[config.mk]
export PLATFORM = sky130hd
export DESIGN_NAME = sbox_ti_host
export DESIGN_NICKNAME = d
export VERILOG_FILES = /design/src/rtl/sbox_ti_host_pkg.sv /design/src/rtl/sbox_ti_host_lfsr.sv /design/src/rtl/sbox_ti_host.sv
export SDC_FILE = /design/constraint.sdc
export NUM_CORES = 1
export LEC_CHECK = 0
export ABC_AREA = 0
export BUFFER_PORTS_ARGS = -buffer_cell sky130_fd_sc_hd__clkbuf_2
export CELL_PAD_IN_SITES_DETAIL_PLACEMENT = 2
export CELL_PAD_IN_SITES_GLOBAL_PLACEMENT = 2
export CORE_UTILIZATION = 36
export CTS_CLUSTER_SIZE = 20
export DETAILED_ROUTE_END_ITERATION = 8
export MAX_ROUTING_LAYER = met4
export PLACE_DENSITY = 0.79
export SYNTH_ARGS = -nofsm -noshare
export SYNTH_HDL_FRONTEND = slang
export SYNTH_HIERARCHICAL = 1
export SYNTH_SLANG_ARGS = --single-unit
[constraint.sdc]
create_clock -name i_clk -period 2.05 [get_ports i_clk]
set_clock_uncertainty 0.15 [all_clocks]
set_input_delay 0.205 -clock i_clk [delete_from_list [all_inputs] [get_ports i_clk]]
set_output_delay 0.205 -clock i_clk [all_outputs]
set_load 0.02 [all_outputs]
[src/rtl/sbox_ti_host_pkg.sv]
// rtl/sbox_ti_host_pkg.sv - shared FSM states, LFSR constants and share counts for the TI S-box host
package sbox_ti_host_pkg;

  typedef enum logic [2:0] {
    ST_IDLE,
    ST_CRST,
    ST_LOAD,
    ST_WAIT_RDY,
    ST_SKIP,
    ST_CAP,
    ST_DONE
  } state_t;

  localparam int LFSR_W = 32;
  // Right-shifting Galois feedback mask for x^32 + x^22 + x^2 + x + 1
  localparam logic [LFSR_W-1:0] LFSR_TAPS = 32'h8020_0003;
  localparam int SHARE_CNT  = 3;
  localparam int LOAD_BYTES = 5;

  function automatic logic [LFSR_W-1:0] lfsr_next(input logic [LFSR_W-1:0] s);
    return {1'b0, s[LFSR_W-1:1]} ^ (s[0] ? LFSR_TAPS : '0);
  endfunction

endpackage

[src/rtl/sbox_ti_host_lfsr.sv]
// rtl/sbox_ti_host_lfsr.sv - free-running seeded 32-bit Galois LFSR supplying mask and refresh bytes
module sbox_ti_host_lfsr
  import sbox_ti_host_pkg::*;
#(
  parameter logic [LFSR_W-1:0] SEED = 32'h1ACE_B00C
) (
  input  logic              i_clk,
  input  logic              i_rst,
  output logic [LFSR_W-1:0] o_state
);

  // An all-zero state would lock the register up, so it is swapped for 1
  localparam logic [LFSR_W-1:0] SEED_OK = (SEED == '0) ? {{(LFSR_W-1){1'b0}}, 1'b1} : SEED;

  logic [LFSR_W-1:0] r_state;

  always_ff @(posedge i_clk) begin
    if (i_rst) begin
      r_state <= SEED_OK;
    end else begin
      r_state <= lfsr_next(r_state);
    end
  end

  assign o_state = r_state;

endmodule

[src/rtl/sbox_ti_host.sv]
// rtl/sbox_ti_host.sv - masks a plain byte into three shares, drives the TI S-box core, recombines the result
module sbox_ti_host
  import sbox_ti_host_pkg::*;
#(
  parameter logic [31:0] SEED        = 32'h1ACE_B00C,
  parameter int          RDY_TO_DATA = 2,
  parameter int          TIMEOUT     = 32
) (
  input  logic       i_clk,
  input  logic       i_rst,
  input  logic       i_req_valid,
  output logic       o_req_ready,
  input  logic [7:0] i_req_data,
  output logic       o_rsp_valid,
  output logic [7:0] o_rsp_data,
  output logic       o_rsp_err,
  output logic       o_core_rst,
  output logic       o_core_load,
  output logic [7:0] o_core_data,
  input  logic       i_core_ready,
  input  logic [7:0] i_core_q
);

  localparam int CNT_W  = $clog2(TIMEOUT + LOAD_BYTES + 1);
  localparam int LOAD_W = 8 * LOAD_BYTES;
  localparam logic [CNT_W-1:0] C_LOAD_LAST = CNT_W'(LOAD_BYTES - 1);
  localparam logic [CNT_W-1:0] C_TIMEOUT   = CNT_W'(TIMEOUT);
  localparam logic [CNT_W-1:0] C_SKIP_LAST = CNT_W'((RDY_TO_DATA > 1) ? RDY_TO_DATA - 2 : 0);
  localparam logic [CNT_W-1:0] C_CAP_LAST  = CNT_W'(SHARE_CNT - 1);

  state_t            r_state;
  state_t            w_next;
  logic [CNT_W-1:0]  r_cnt;
  logic [LOAD_W-1:0] r_load;
  logic [7:0]        r_acc;
  logic [7:0]        r_rsp_data;
  logic              r_rsp_err;
  logic              w_timeout;
  logic [LFSR_W-1:0] w_lfsr;
  logic [7:0]        w_s1;
  logic [7:0]        w_s2;

  sbox_ti_host_lfsr #(
    .SEED(SEED)
  ) u_lfsr (
    .i_clk  (i_clk),
    .i_rst  (i_rst),
    .o_state(w_lfsr)
  );

  assign w_s1 = w_lfsr[31:24];
  assign w_s2 = w_lfsr[23:16];

  always_comb begin
    w_next      = r_state;
    w_timeout   = 1'b0;
    o_req_ready = 1'b0;
    o_rsp_valid = 1'b0;
    o_core_load = 1'b0;
    o_core_data = 8'h00;
    o_core_rst  = i_rst;
    case (r_state)
      ST_IDLE: begin
        o_req_ready = !i_rst;
        if (i_req_valid) w_next = ST_CRST;
      end
      ST_CRST: begin
        o_core_rst = 1'b1;
        w_next     = ST_LOAD;
      end
      ST_LOAD: begin
        o_core_load = !i_rst;
        o_core_data = i_rst ? 8'h00 : r_load[LOAD_W-1 -: 8];
        if (r_cnt == C_LOAD_LAST) w_next = ST_WAIT_RDY;
      end
      ST_WAIT_RDY: begin
        // A ready seen in the very cycle the budget runs out still wins
        if (i_core_ready) begin
          if (RDY_TO_DATA > 1) w_next = ST_SKIP;
          else                 w_next = ST_CAP;
        end else if (r_cnt == C_TIMEOUT) begin
          w_next    = ST_DONE;
          w_timeout = 1'b1;
        end
      end
      ST_SKIP: begin
        if (r_cnt == C_SKIP_LAST) w_next = ST_CAP;
      end
      ST_CAP: begin
        if (r_cnt == C_CAP_LAST) w_next = ST_DONE;
      end
      ST_DONE: begin
        o_rsp_valid = !i_rst;
        w_next      = ST_IDLE;
      end
      default: w_next = ST_IDLE;
    endcase
  end

  always_ff @(posedge i_clk) begin
    if (i_rst) begin
      r_state    <= ST_IDLE;
      r_cnt      <= '0;
      r_load     <= '0;
      r_acc      <= '0;
      r_rsp_data <= '0;
      r_rsp_err  <= 1'b0;
    end else begin
      r_state <= w_next;
      r_cnt   <= (w_next != r_state) ? '0 : r_cnt + 1'b1;
      // Shares go out MSB-first: s1, s2, s3, r0, r1
      if (r_state == ST_IDLE && i_req_valid) begin
        r_load <= {w_s1, w_s2, i_req_data ^ w_s1 ^ w_s2, w_lfsr[15:0]};
        r_acc  <= '0;
      end else if (r_state == ST_LOAD) begin
        r_load <= {r_load[LOAD_W-9:0], 8'h00};
      end
      if (r_state == ST_CAP) r_acc <= r_acc ^ i_core_q;
      if (w_next == ST_DONE) begin
        r_rsp_err  <= w_timeout;
        r_rsp_data <= w_timeout ? 8'h00 : (r_acc ^ i_core_q);
      end
    end
  end

  assign o_rsp_data = r_rsp_data;
  assign o_rsp_err  = r_rsp_err;

endmodule

==> results of run 1 <==
[worst max-delay path by stage]
stage / startpoint / endpoint / slack [ps] / depth (start not counted)
final: r_state[1] / o_core_data[3] / 110 / 6
after global routing: r_cnt[5] / r_cnt[4] / -20 / 4
after CTS: r_cnt[0] / o_rsp_data[2] / 30 / 6
after detailed placement: r_state[1] / r_acc[6] / 30 / 4
after global placement: r_cnt[0] / o_rsp_err / 180 / 7
after floorplan: r_state[1] / o_core_data[0] / 190 / 4
[critical path, stage by stage (launching register included)]
cell and delay [ps]:
dfxtp_4 390, nor2b_4 180, nand2_1 90, nor2_1 100, buf_4 170, and2_1 140
clkbuf_2 160
[cells in the final DEF, fill, tap and decap left out, drive strengths merged, types with 2 or more instances in the layout]
cell      instances
or2              14
dfxtp            98
o21a              8
xnor2            29
nand3b            2
nor3b             3
a211oi            9
o21ai             2
a311oi           31
nor4b             2
xor2              2
o211ai            2
clkinvlp          2
buf              20
nand2            82
nand2b           11
clkbuf           52
nor2b            18
mux2i             8
nor3              7
inv               4
o21ba             2
a2111oi           2
nand3            11
a21oi            19
ha                3
nor2             49
and4b             2
a21o              2
and2              8
[per-stage QoR]
step / setup WS (ps) / total power [mW]
after floorplan: 191 / 2.57
after global placement: 185 / 2.73
after detailed placement: 33.8 / 2.77
after CTS: 32.5 / 4.43
after global routing: -18.2 / 4.59
final: 111 / 4.38
[flip-flops by register name, summed over array words and instances (netlist names)]
name / flops
o_rsp_data: 8
o_rsp_err: 1
r_state: 3
u_lfsr/o_state: 32
r_acc: 8
r_cnt: 6
r_load: 40
[Yosys cell counts, types with 3 or more instances]
cell type  number  area (um^2)
buf_6           7         78.8
inv_1           4         15.0
nor3_1          6         30.0
or2_1          14         87.6
nand2b_1       11         68.8
a211oi_1        8         60.1
clkbuf_1        8         30.0
and2_1          8         50.1
buf_4           5         37.5
dfxtp_1        98         1960
buf_2          10         50.1
a21oi_1        19         95.1
nand2_1        82          308
nand3_1        11         55.1
nor2_1         47          176
o21a_1          8         60.1
mux2i_1         8         80.1
nor2b_1        18          113
xnor2_1        29          254
a311oi_1       31          272
ha_1            3         37.5
[power by group through the flow]
stage	Sequential, mW	Clock [mW]	Combinational [mW]
floorplan	2.14	0	0.430
global placement	2.17	0	0.559
detailed placement	2.18	0	0.591
CTS	2.14	1.68	0.603
global route	2.16	1.75	0.677
finish	2.14	1.63	0.610
[metal layers]
layer  vias up  wire (um)  global-route usage
met4         0        162              0.0587
met3        12        310              0.0530
met5         -          0                   -
met2        41       5640               0.333
li1       1684          -                   -
met1      1718       5220               0.238
[kinds of logic (layout without fill, tap and decap cells)]
logic type	after synthesis	after routing	share of synthesized area
muxes	8	8	0.0188
AOI/OAI and AO/OA	81	81	0.151
buffers and inverters	36	79	0.0513
adders and majority gates	3	3	0.00879
and+or+nand+nor	213	213	0.247
xor gates and xnor gates	31	31	0.0636
DFF	98	98	0.459
[area by class of cell]
class                   instances  area, um^2  area share
clock inverters                 3        23.8     0.00478
repair buffers                 59         397      0.0798
flip-flops and latches         98        1970       0.396
well taps                     143         179      0.0360
inverters                       4        15.0     0.00302
multi-input cells             336        2120       0.428
clock buffers                  13         260      0.0524
[repair_timing]
| item | 4_1_cts | 5_1_grt |
|---|---|---|
| gates resized for setup | 4 | 10 |
| buffers inserted | 0 | 4 |
| pin swaps | 0 | 4 |
| endpoints found under the setup margin | 9 | 29 |
| endpoints found under the hold margin | 0 | 0 |
| gates cloned | 0 | 1 |
==> results.md, run 1 <==
* Internal power at 3.19 mW
* Via count at between 3000 and 4000
* Worst hold margin at about 42 ps
* Final Cycle Share at 0.946
* Worst-path maximum fanout at 9
* Area of the placeable core at 0.0115 mm^2
* Register-to-register setup slack at between 100 and 150 ps
* Via density per instance at 5.27
* Clock tree from TritonCTS: yes
* Synth Flop Type: dfxtp_1
* Max clock buf depth at 2
* Post-detailed-route wirelength per cell at 17.3 um
* Aggregate negative setup slack at 0 ps
* Net count of the mapped netlist at 493
* Setup repair after global routing missed its margin: true
* Final weighted congestion in routability-driven placement at 0.762
* Final layout net count at around 530
* Cell depth of the worst hold path at 3
* Kind of capture point of the worst setup path: primary output
* Area of the die at 0.0123 mm^2
* Switching power as a share of total power at 0.271
* I/O Pins at 41
* Yosys warning total at 6
* Total Wirelength at 11.3 mm
* Gate Count Post-Synth at 470
* DP HPWL at 7.50 mm
* Master cell of the clock root buffer: clkbuf_16
* Placed instance area at between 0.004 and 0.005 mm^2
* Buffers added on ports at 40
* Power dissipated by switching net loads at about 1.2 mW
* Worst-case hold path end point: r_acc[3]
* GRT Residual Overflow at 0
* Outcome: completed
* Path type of the worst setup path: register to primary output
* Post-synth cell types at 47
* Fin. max-slew vios at 0
* Share of power burned in registers at 0.490
* Share of flip-flops with an asynchronous set or reset at 0
* Vias in the first global route at 3673
* Worst reg2reg path depth at 4
* Leakage at about 1.9 nW
* Hold path startpoint: i_core_q[3]
* Wire length of the first global-routing pass at 18.9 mm
* Portion of total power attributed to the clock network at 0.371
* Summed area of non-filler cells in the final layout at 0.00497 mm^2
* Post-synthesis to final-layout area growth at 16.3%
* Number of antenna violations at the first check in global routing at 0
* Worst path required time at 1690 ps
* Std-Cell Rows at 39
* DRC Markers at 0
* Detail Route Antenna Nets at 0
* Maximum capacitance violations at 0
* Pin count of the biggest net entering global routing at 73
* Die X-Extent at 111 um
* Synthesized area divided by synthesized cell count at 9.09 um^2
* Critical register-to-register path endpoint: r_cnt[4]
* Tmin final at 1940 ps
* Share of post-route cells with drive strength above 1 at 0.185
* Flip-flop and latch count after synthesis at approximately 100
* Worst ir drop on vdd at 0.000538 V
* Insertion delay of the later-clocked pin in the worst-skew pair at 350 ps
* Worst-case headroom to the max-slew limit at 0.708
* CP Data Arrival Time at 1580 ps
* Proportion of power drawn by combinational gates at 0.139
* Post-synth EDFFs at 0
* Instance count after placement with tap cells included at 635
* Core Util, Final at 0.433
* Chip height at 111 um
* Post-synthesis cell area at 0.00427 mm^2
* Max frequency at ~520 MHz
* Total clock sinks at 98
* Startpoint of the worst-slack reg-to-reg timing path: r_cnt[5]
* Post-CTS clock slew at the launch and capture registers of the worst setup and hold paths at roughly 70 ps
* Final Instance Count excl. Fillers at 656
* Kind of path behind the tightest hold check: input pin to register
* Total of endpoints with negative setup slack in the final report at 0
* Drt first pass iters at 4
* Overall fraction of global-route tracks in use at 0.201
* Kind of start point of the critical path: register
* Hold-fix buffers at CTS at 0
* Sequential share of the synthesized area at 0.459
* DR iter-0 viols at 124
* Areal power density over the cells at roughly 900 mW/mm^2
* Antenna diodes at 0
* Number of buffers created by CTS at 9
* Actual slew at the worst max-slew pin at 437 ps
* Filler cells at about 1300
* Number of hold violations in the final report at 0
* Deepest level of the CTS H-tree at 3
* Starting density of the core at 0.372
Power figures use the tool's default switching activity.
==> inputs of run 2 (changes only) <==
==> constraint.sdc (replaced) <==
create_clock -name i_clk -period 2.05 [get_ports i_clk]
set_clock_uncertainty 0.15 [all_clocks]
set_input_delay 0.1025 -clock i_clk [delete_from_list [all_inputs] [get_ports i_clk]]
set_output_delay 0.1025 -clock i_clk [all_outputs]
set_load 0.02 [all_outputs]
==> run 2 against run 1 <==
Against the previous run:
- global-route usage up 0.63 points
- setup slack better by 0.86 ps
- via count up 0.75%
- combinational power up 5.7%
- cell count up 1.8%
- die area unchanged
- power up 0.72%
- clock power about the same
- sequential cell count unchanged
- hold slack better by 31 ps
- first-iteration DRC count up 8.9%
- largest power group unchanged
==> results.md, run 2 (synthesis results as in run 1) <==
* Critical path's largest stage delay at ~350 ps
* Chip height at 111 um
* Cell chain of the critical path: inv_1 > ha_1 > nor4b_4 > buf_4 > buf_4 > a41oi_2 > o211ai_4 > nor3_1
* DRC Markers at 0
* Std-Cell Rows at 39
* Overall fraction of global-route tracks in use at 0.207
* Most used cell, CP: buf_4
* Area of the placeable core at 0.0115 mm^2
* Hold path startpoint: i_req_data[2]
* Number of buffers created by CTS at 9
* Final layout net count at 543
* Worst hold margin at roughly 73 ps
* GRT Residual Overflow at 0
* Cell depth of the worst hold path at 5
* Actual slew at the worst max-slew pin at 409 ps
* Final Instance Count excl. Fillers at between 600 and 700
* Worst-case headroom to the max-slew limit at 0.727
* Area of the die at roughly 0.012 mm^2
* Pin count of the biggest net entering global routing at 38
* Most common cell after layout, fill and taps aside: dfxtp_1
* Maximum capacitance violations at 0
* Insertion delay of the later-clocked pin in the worst-skew pair at 350 ps
* Master cell of the clock root buffer: clkbuf_16
* Outcome: completed
* Wire length of the first global-routing pass at 19.8 mm
* DR iter-0 viols at roughly 140
* Startpoint of the worst-slack reg-to-reg timing path: r_cnt[0]
* DP HPWL at about 7.7 mm
* Kind of path behind the tightest hold check: input pin to register
* Worst path required time at 2170 ps
* Worst-path maximum fanout at 6
* Clock tree from TritonCTS: yes
* Post-synthesis to final-layout area growth at 18.8%
* Critical register-to-register path endpoint: r_cnt[3]
* Starting density of the core at 0.372
* Leakage at 1.92 nW
* Register-to-register setup slack at 110 ps
* Path type of the worst setup path: register to register
* Buffers added on ports at 40
* Register name with the most flops: r_load
* Post-detailed-route wirelength per cell at 18.0 um
* Commonest cells after routing, fill and taps aside: dfxtp_1, nand2_1, nor2_1, clkbuf_2, a311oi_1
* Number of antenna violations at the first check in global routing at 0
* Post-CTS clock slew at the launch and capture registers of the worst setup and hold paths at 70 ps
* Total of endpoints with negative setup slack in the final report at 0
* Number of hold violations in the final report at 0
* Kind of start point of the critical path: register
* Vias in the first global route at approximately 3800
* Kind of capture point of the worst setup path: register
* Via density per instance at 5.21
* Final Cycle Share at 0.946
* Max frequency at 516 MHz
* Total Wirelength at 12.0 mm
* Detail Route Antenna Nets at 0
* Largest register FFs at 40
* Worst ir drop on vdd at about 0.00040 V
* Via count at 3481
* Drt first pass iters at 4
* Critical path startpoint: r_cnt[0]
* Worst reg2reg path depth at 8
* Deepest level of the CTS H-tree at 3
* Critical-path cell with the highest stage delay: dfxtp_2
* Tmin final at 1940 ps
* Antenna diodes at 0
* Fin. max-slew vios at 0
* Max clock buf depth at 2
* I/O Pins at 41
* Die X-Extent at 111 um
* Final weighted congestion in routability-driven placement at 0.853
* Areal power density over the cells at slightly below 900 mW/mm^2
* Instance count after placement with tap cells included at around 640
* Total clock sinks at approximately 100
* Worst-case hold path end point: r_load[18]
* CP Data Arrival Time at 2050 ps
* Share of post-route cells with drive strength above 1 at 0.190
## run 2: power by group
part	total, mW	internal (mW)	switching (mW)
registers	2.14	2.04	0.106
logic	0.645	0.282	0.363
clock network	1.62	0.862	0.760
total	4.41	3.18	1.23
## run 2: what timing repair did
| item | CTS | global route |
|---|---|---|
| hold endpoints to repair | 10 | 0 |
| pin swaps | 0 | 2 |
| buffers inserted | 0 | 4 |
| hold buffers | 9 | 0 |
| endpoints found under the setup margin | 9 | 25 |
| resized for setup | 4 | 9 |
## run 2: stage by stage
step	TNS (ps)	util	setup WS (ps)	cell area [um^2]	power, mW
final	0	0.442	111	5070	4.41
after global routing	-23.1	0.442	-19.3	5070	4.62
after CTS	0	0.436	25.5	5000	4.43
after detailed placement	0	0.403	43.0	4620	2.78
after global placement	0	0.403	210	4620	2.74
after floorplan	0	-	293	4270	2.57
## run 2: layer usage
metal	global-route usage	part of all wire
met1	0.253	0.47
met2	0.349	0.50
met3	0.0328	0.019
met4	0.0658	0.014
met5	-	0
## run 2: cell type report
| class | count | area (um^2) |
|---|---|---|
| Tap cell | 143 | 179 |
| Multi-Input combinational cell | 336 | 2130 |
| Sequential cell | 98 | 1970 |
| Inverter | 4 | 15.0 |
| Fill cell | 1245 | 6390 |
| Timing Repair Buffer | 71 | 497 |
| Clock inverter | 5 | 37.5 |
| Clock buffer | 11 | 243 |
## run 2: how the worst max path moves through the flow
| stage | end | slack [ps] | depth (start not counted) |
|---|---|---|---|
| 6_report | r_cnt[3] | 110 | 8 |
| 3_3_place_gp | r_cnt[2] | 210 | 4 |
| 5_1_grt | r_cnt[2] | -20 | 8 |
| 3_5_place_dp | r_cnt[2] | 40 | 6 |
| 4_1_cts | r_cnt[2] | 30 | 6 |
| 2_1_floorplan | o_core_data[0] | 290 | 4 |
## run 2: critical path: cells and delay by family, from the launching register on
| family | cells | cell delay (ps) |
|---|---|---|
| AND/OR/NAND/NOR | 2 | 320 |
| flip-flops | 1 | 350 |
| buffers and inverters | 3 | 370 |
| AO/OA/AOI/OAI | 2 | 450 |
| adder cells (fa/ha/maj) | 1 | 220 |
==> inputs of run 3 (changes only) <==
--- a/config.mk
+++ b/config.mk
@@ -13,8 +13,7 @@
 export CTS_CLUSTER_SIZE = 20
 export DETAILED_ROUTE_END_ITERATION = 8
 export MAX_ROUTING_LAYER = met4
-export PLACE_DENSITY = 0.79
+export PLACE_DENSITY = 0.8
 export SYNTH_ARGS = -nofsm -noshare
 export SYNTH_HDL_FRONTEND = slang
-export SYNTH_HIERARCHICAL = 1
 export SYNTH_SLANG_ARGS = --single-unit
==> run 3 against run 2 <==
Against the previous run:
- first-iteration DRC count fell by 8.1%
- core utilization is 0.24 points higher
- non-clock buffer count stayed put
- sequential share of layout area grew 1.8 points
- cell count down 3.0%
- clock-buffer cell count increased by 1
- synthesized cell count decreased by 3.4%
- combinational power fell by 2%
- highest routed layer unchanged
==> results.md, run 3 <==
* GRT Residual Overflow at 0
* Worst-case hold path end point: r_load[25]
* Post-detailed-route wirelength per cell at around 18 um
* Hold path startpoint: i_rst
* Placed instance area at roughly 0.0044 mm^2
* Maximum capacitance violations at 0
* Detailed-routed wire length on met3 at 275 um
* Post-synth cell types at 42
* Sequential share of the synthesized area at 0.484
* DR iter-0 viols at 124
* Gate Count Post-Synth at 454
* Vias in the first global route at 3724
* M1 WL at 5.28 mm
* Share of power burned in registers at 0.541
* Largest register FFs at 40
* Final Cycle Share at 0.972
* Worst path required time at 1800 ps
* Path type of the worst setup path: register to primary output
* Kind of start point of the critical path: register
* Post-synth top cells: dfxtp_1, nand2_1, nor2_1
* Worst reg2reg path depth at 6
* Overall fraction of global-route tracks in use at 0.214
* CP Data Arrival Time at 1740 ps
* Std-Cell Rows at 38
* Synthesized area divided by synthesized cell count at 8.92 um^2
* Post-CTS clock slew at the launch and capture registers of the worst setup and hold paths at 90 ps
* Wire length of the first global-routing pass at 18.7 mm
* Total of endpoints with negative setup slack in the final report at 0
* Drt first pass iters at 5
* Kind of path behind the tightest hold check: input pin to register
* Detail Route Antenna Nets at 0
* Deepest level of the CTS H-tree at 3
* Share of post-route cells with drive strength above 1 at 0.199
* Kind of capture point of the worst setup path: primary output
* Die X-Extent at 108 um
* Worst ir drop on vdd at 0.000356 V
* Register-to-register setup slack at 90 ps
* Cell type with the largest total area after synthesis: dfxtp_1
* Insertion delay of the later-clocked pin in the worst-skew pair at 370 ps
* Max clock buf depth at 2
* Startpoint of the worst-slack reg-to-reg timing path: r_state[0]
* Buffers added on ports at 40
* Net count of the mapped netlist at 477
* Cell depth of the worst hold path at 2
* I/O Pins at 41
* Leakage at 1.87 nW
* Outcome: completed
* Multi-input logic area at approximately 0.0019 mm^2
* Register name with the most flops: r_load
* Area of the die at 0.0117 mm^2
* Post-synthesis cell area at 0.00405 mm^2
* DP HPWL at 7.06 mm
* Combined flip-flop and latch cell area at 0.00197 mm^2
* Internal power at 2.82 mW
* Clock tree from TritonCTS: yes
* Fin. max-slew vios at 0
* Commonest cells after routing, fill and taps aside: dfxtp_1, nand2_1, clkbuf_2, nor2_1, a311oi_1
* Top-area cell type share of the netlist area at 0.484
* Portion of total power attributed to the clock network at 0.299
* DRC Markers at 0
* Chip height at between 100 and 150 um
* Actual slew at the worst max-slew pin at 520 ps
* Proportion of power drawn by combinational gates at 0.160
* Worst-case headroom to the max-slew limit at 0.652
* Number of antenna violations at the first check in global routing at 0
* Top cells by area in the synthesized netlist: dfxtp_1, nand2_1, a311oi_1
* Filler cells at 1193
* Power dissipated by switching net loads at 1.13 mW
* Final layout net count at 526
* Starting density of the core at 0.372
* Area of the placeable core at 0.0109 mm^2
* Library cell with the highest instance count after synthesis: dfxtp_1
* Areal power density over the cells at 817 mW/mm^2
* Worst-path maximum fanout at 8
* Highest metal layer used by the detailed router: met4
* Amount of wire on met2 after detailed routing at 5.75 mm
* Summed area of non-filler cells in the final layout at 0.00484 mm^2
* Critical register-to-register path endpoint: r_load[17]
* Yosys warning total at 0
* Total clock sinks at 98
* Master cell of the clock root buffer: clkbuf_8
* Tmin final at 1990 ps
* Flip-flop and latch count after synthesis at 98
* Total Wirelength at 11.5 mm
* Synth Flop Type: dfxtp_1
* Via count at 3433
* Final weighted congestion in routability-driven placement at 0.790
* Most common cell after layout, fill and taps aside: dfxtp_1
* Aggregate negative setup slack at 0 ps
* Post-synth EDFFs at 0
* Number of hold violations in the final report at 0
* Via density per instance at 5.30
* Number of buffers created by CTS at 9
* Pin count of the biggest net entering global routing at between 70 and 80
* Post-synthesis to final-layout area growth at 19.5%
* Share of flip-flops with an asynchronous set or reset at 0
* Max frequency at 502 MHz
* Antenna diodes at 0
* Total Power at 3.96 mW
* Switching power as a share of total power at 0.286
-- run 3: cell types whose count changed in the layout (fill, tap and decap cells not counted), sizes merged, moves of 3 or more --
| cell | previous run | this run |
|---|---|---|
| a21oi | 19 | 22 |
| a22oi | 1 | 5 |
| a311oi | 31 | 28 |
| and2 | 8 | 2 |
| and3 | 0 | 9 |
| nand2b | 11 | 0 |
| nand3 | 11 | 19 |
| nor2 | 49 | 35 |
| xnor2 | 29 | 21 |
| xor2 | 2 | 10 |
-- run 3: kinds of logic after synthesis --
group / after synthesis / synth area share
and+or+nand+nor: 195 / 0.232
DFF: 98 / 0.484
AOI/OAI and AO/OA: 80 / 0.144
buffers and inverters: 38 / 0.0408
xor gates and xnor gates: 31 / 0.0670
muxes: 9 / 0.0222
adders and majority gates: 3 / 0.00927
-- run 3: layer usage --
metal | global-route usage | vias up
li1 | - | 1662
met1 | 0.251 | 1716
met2 | 0.367 | 40
met3 | 0.0434 | 15
met4 | 0.0626 | 0
met5 | - | -
-- run 3: stage by stage --
step                      instances   util  hold WS (ps)  worst slack (ps)
after global routing            648  0.445          57.3             -10.4
after CTS                       645  0.440          14.2              14.0
after global placement          615  0.408           274               356
after floorplan                 454      -           159               284
after detailed placement        615  0.408           278               254
final                           648  0.445          40.3              57.5
-- run 3: area by class of cell --
cell class                      count  share of cell area
Multi-Input combinational cell    318               0.400
Timing Repair Buffer               71               0.116
Clock inverter                      4             0.00543
Tap cell                          140              0.0362
Clock buffer                       12              0.0320
Sequential cell                    98               0.406
Inverter                            5             0.00388
-- run 3: worst max-delay path, cell delays in order, from the launching register on --
cell and delay [ps]:
dfxtp_4 390, buf_4 160, nor3b_4 320, buf_8 170
and3_1 170, buf_2 170
-- run 3: how the worst max path moves through the flow --
stage | endpoint | cells past startpoint | start
finish | o_core_data[5] | 5 | r_state[0]
detailed placement | r_acc[2] | 5 | r_state[1]
floorplan | o_rsp_err | 7 | r_cnt[0]
CTS | o_core_data[2] | 5 | r_state[0]
global placement | r_acc[7] | 5 | r_state[0]
global route | o_core_data[5] | 5 | r_state[0]
-- run 3: power groups by stage --
stage | clock network [mW] | registers, mW | logic, mW
3_5_place_dp | 0 | 2.18 | 0.557
3_3_place_gp | 0 | 2.17 | 0.532
5_1_grt | 1.30 | 2.16 | 0.694
6_report | 1.18 | 2.14 | 0.632
2_1_floorplan | 0 | 2.14 | 0.393
4_1_cts | 1.23 | 2.14 | 0.612
-- run 3: timing repair --
action | CTS | global route
setup buffers | 4 | 2
pin swaps | 1 | 1
resized for setup | 5 | 8
hold buffers | 9 | 0
hold endpoints to repair | 16 | 0
cloned | 1 | 1
setup endpoints to repair | 9 | 9
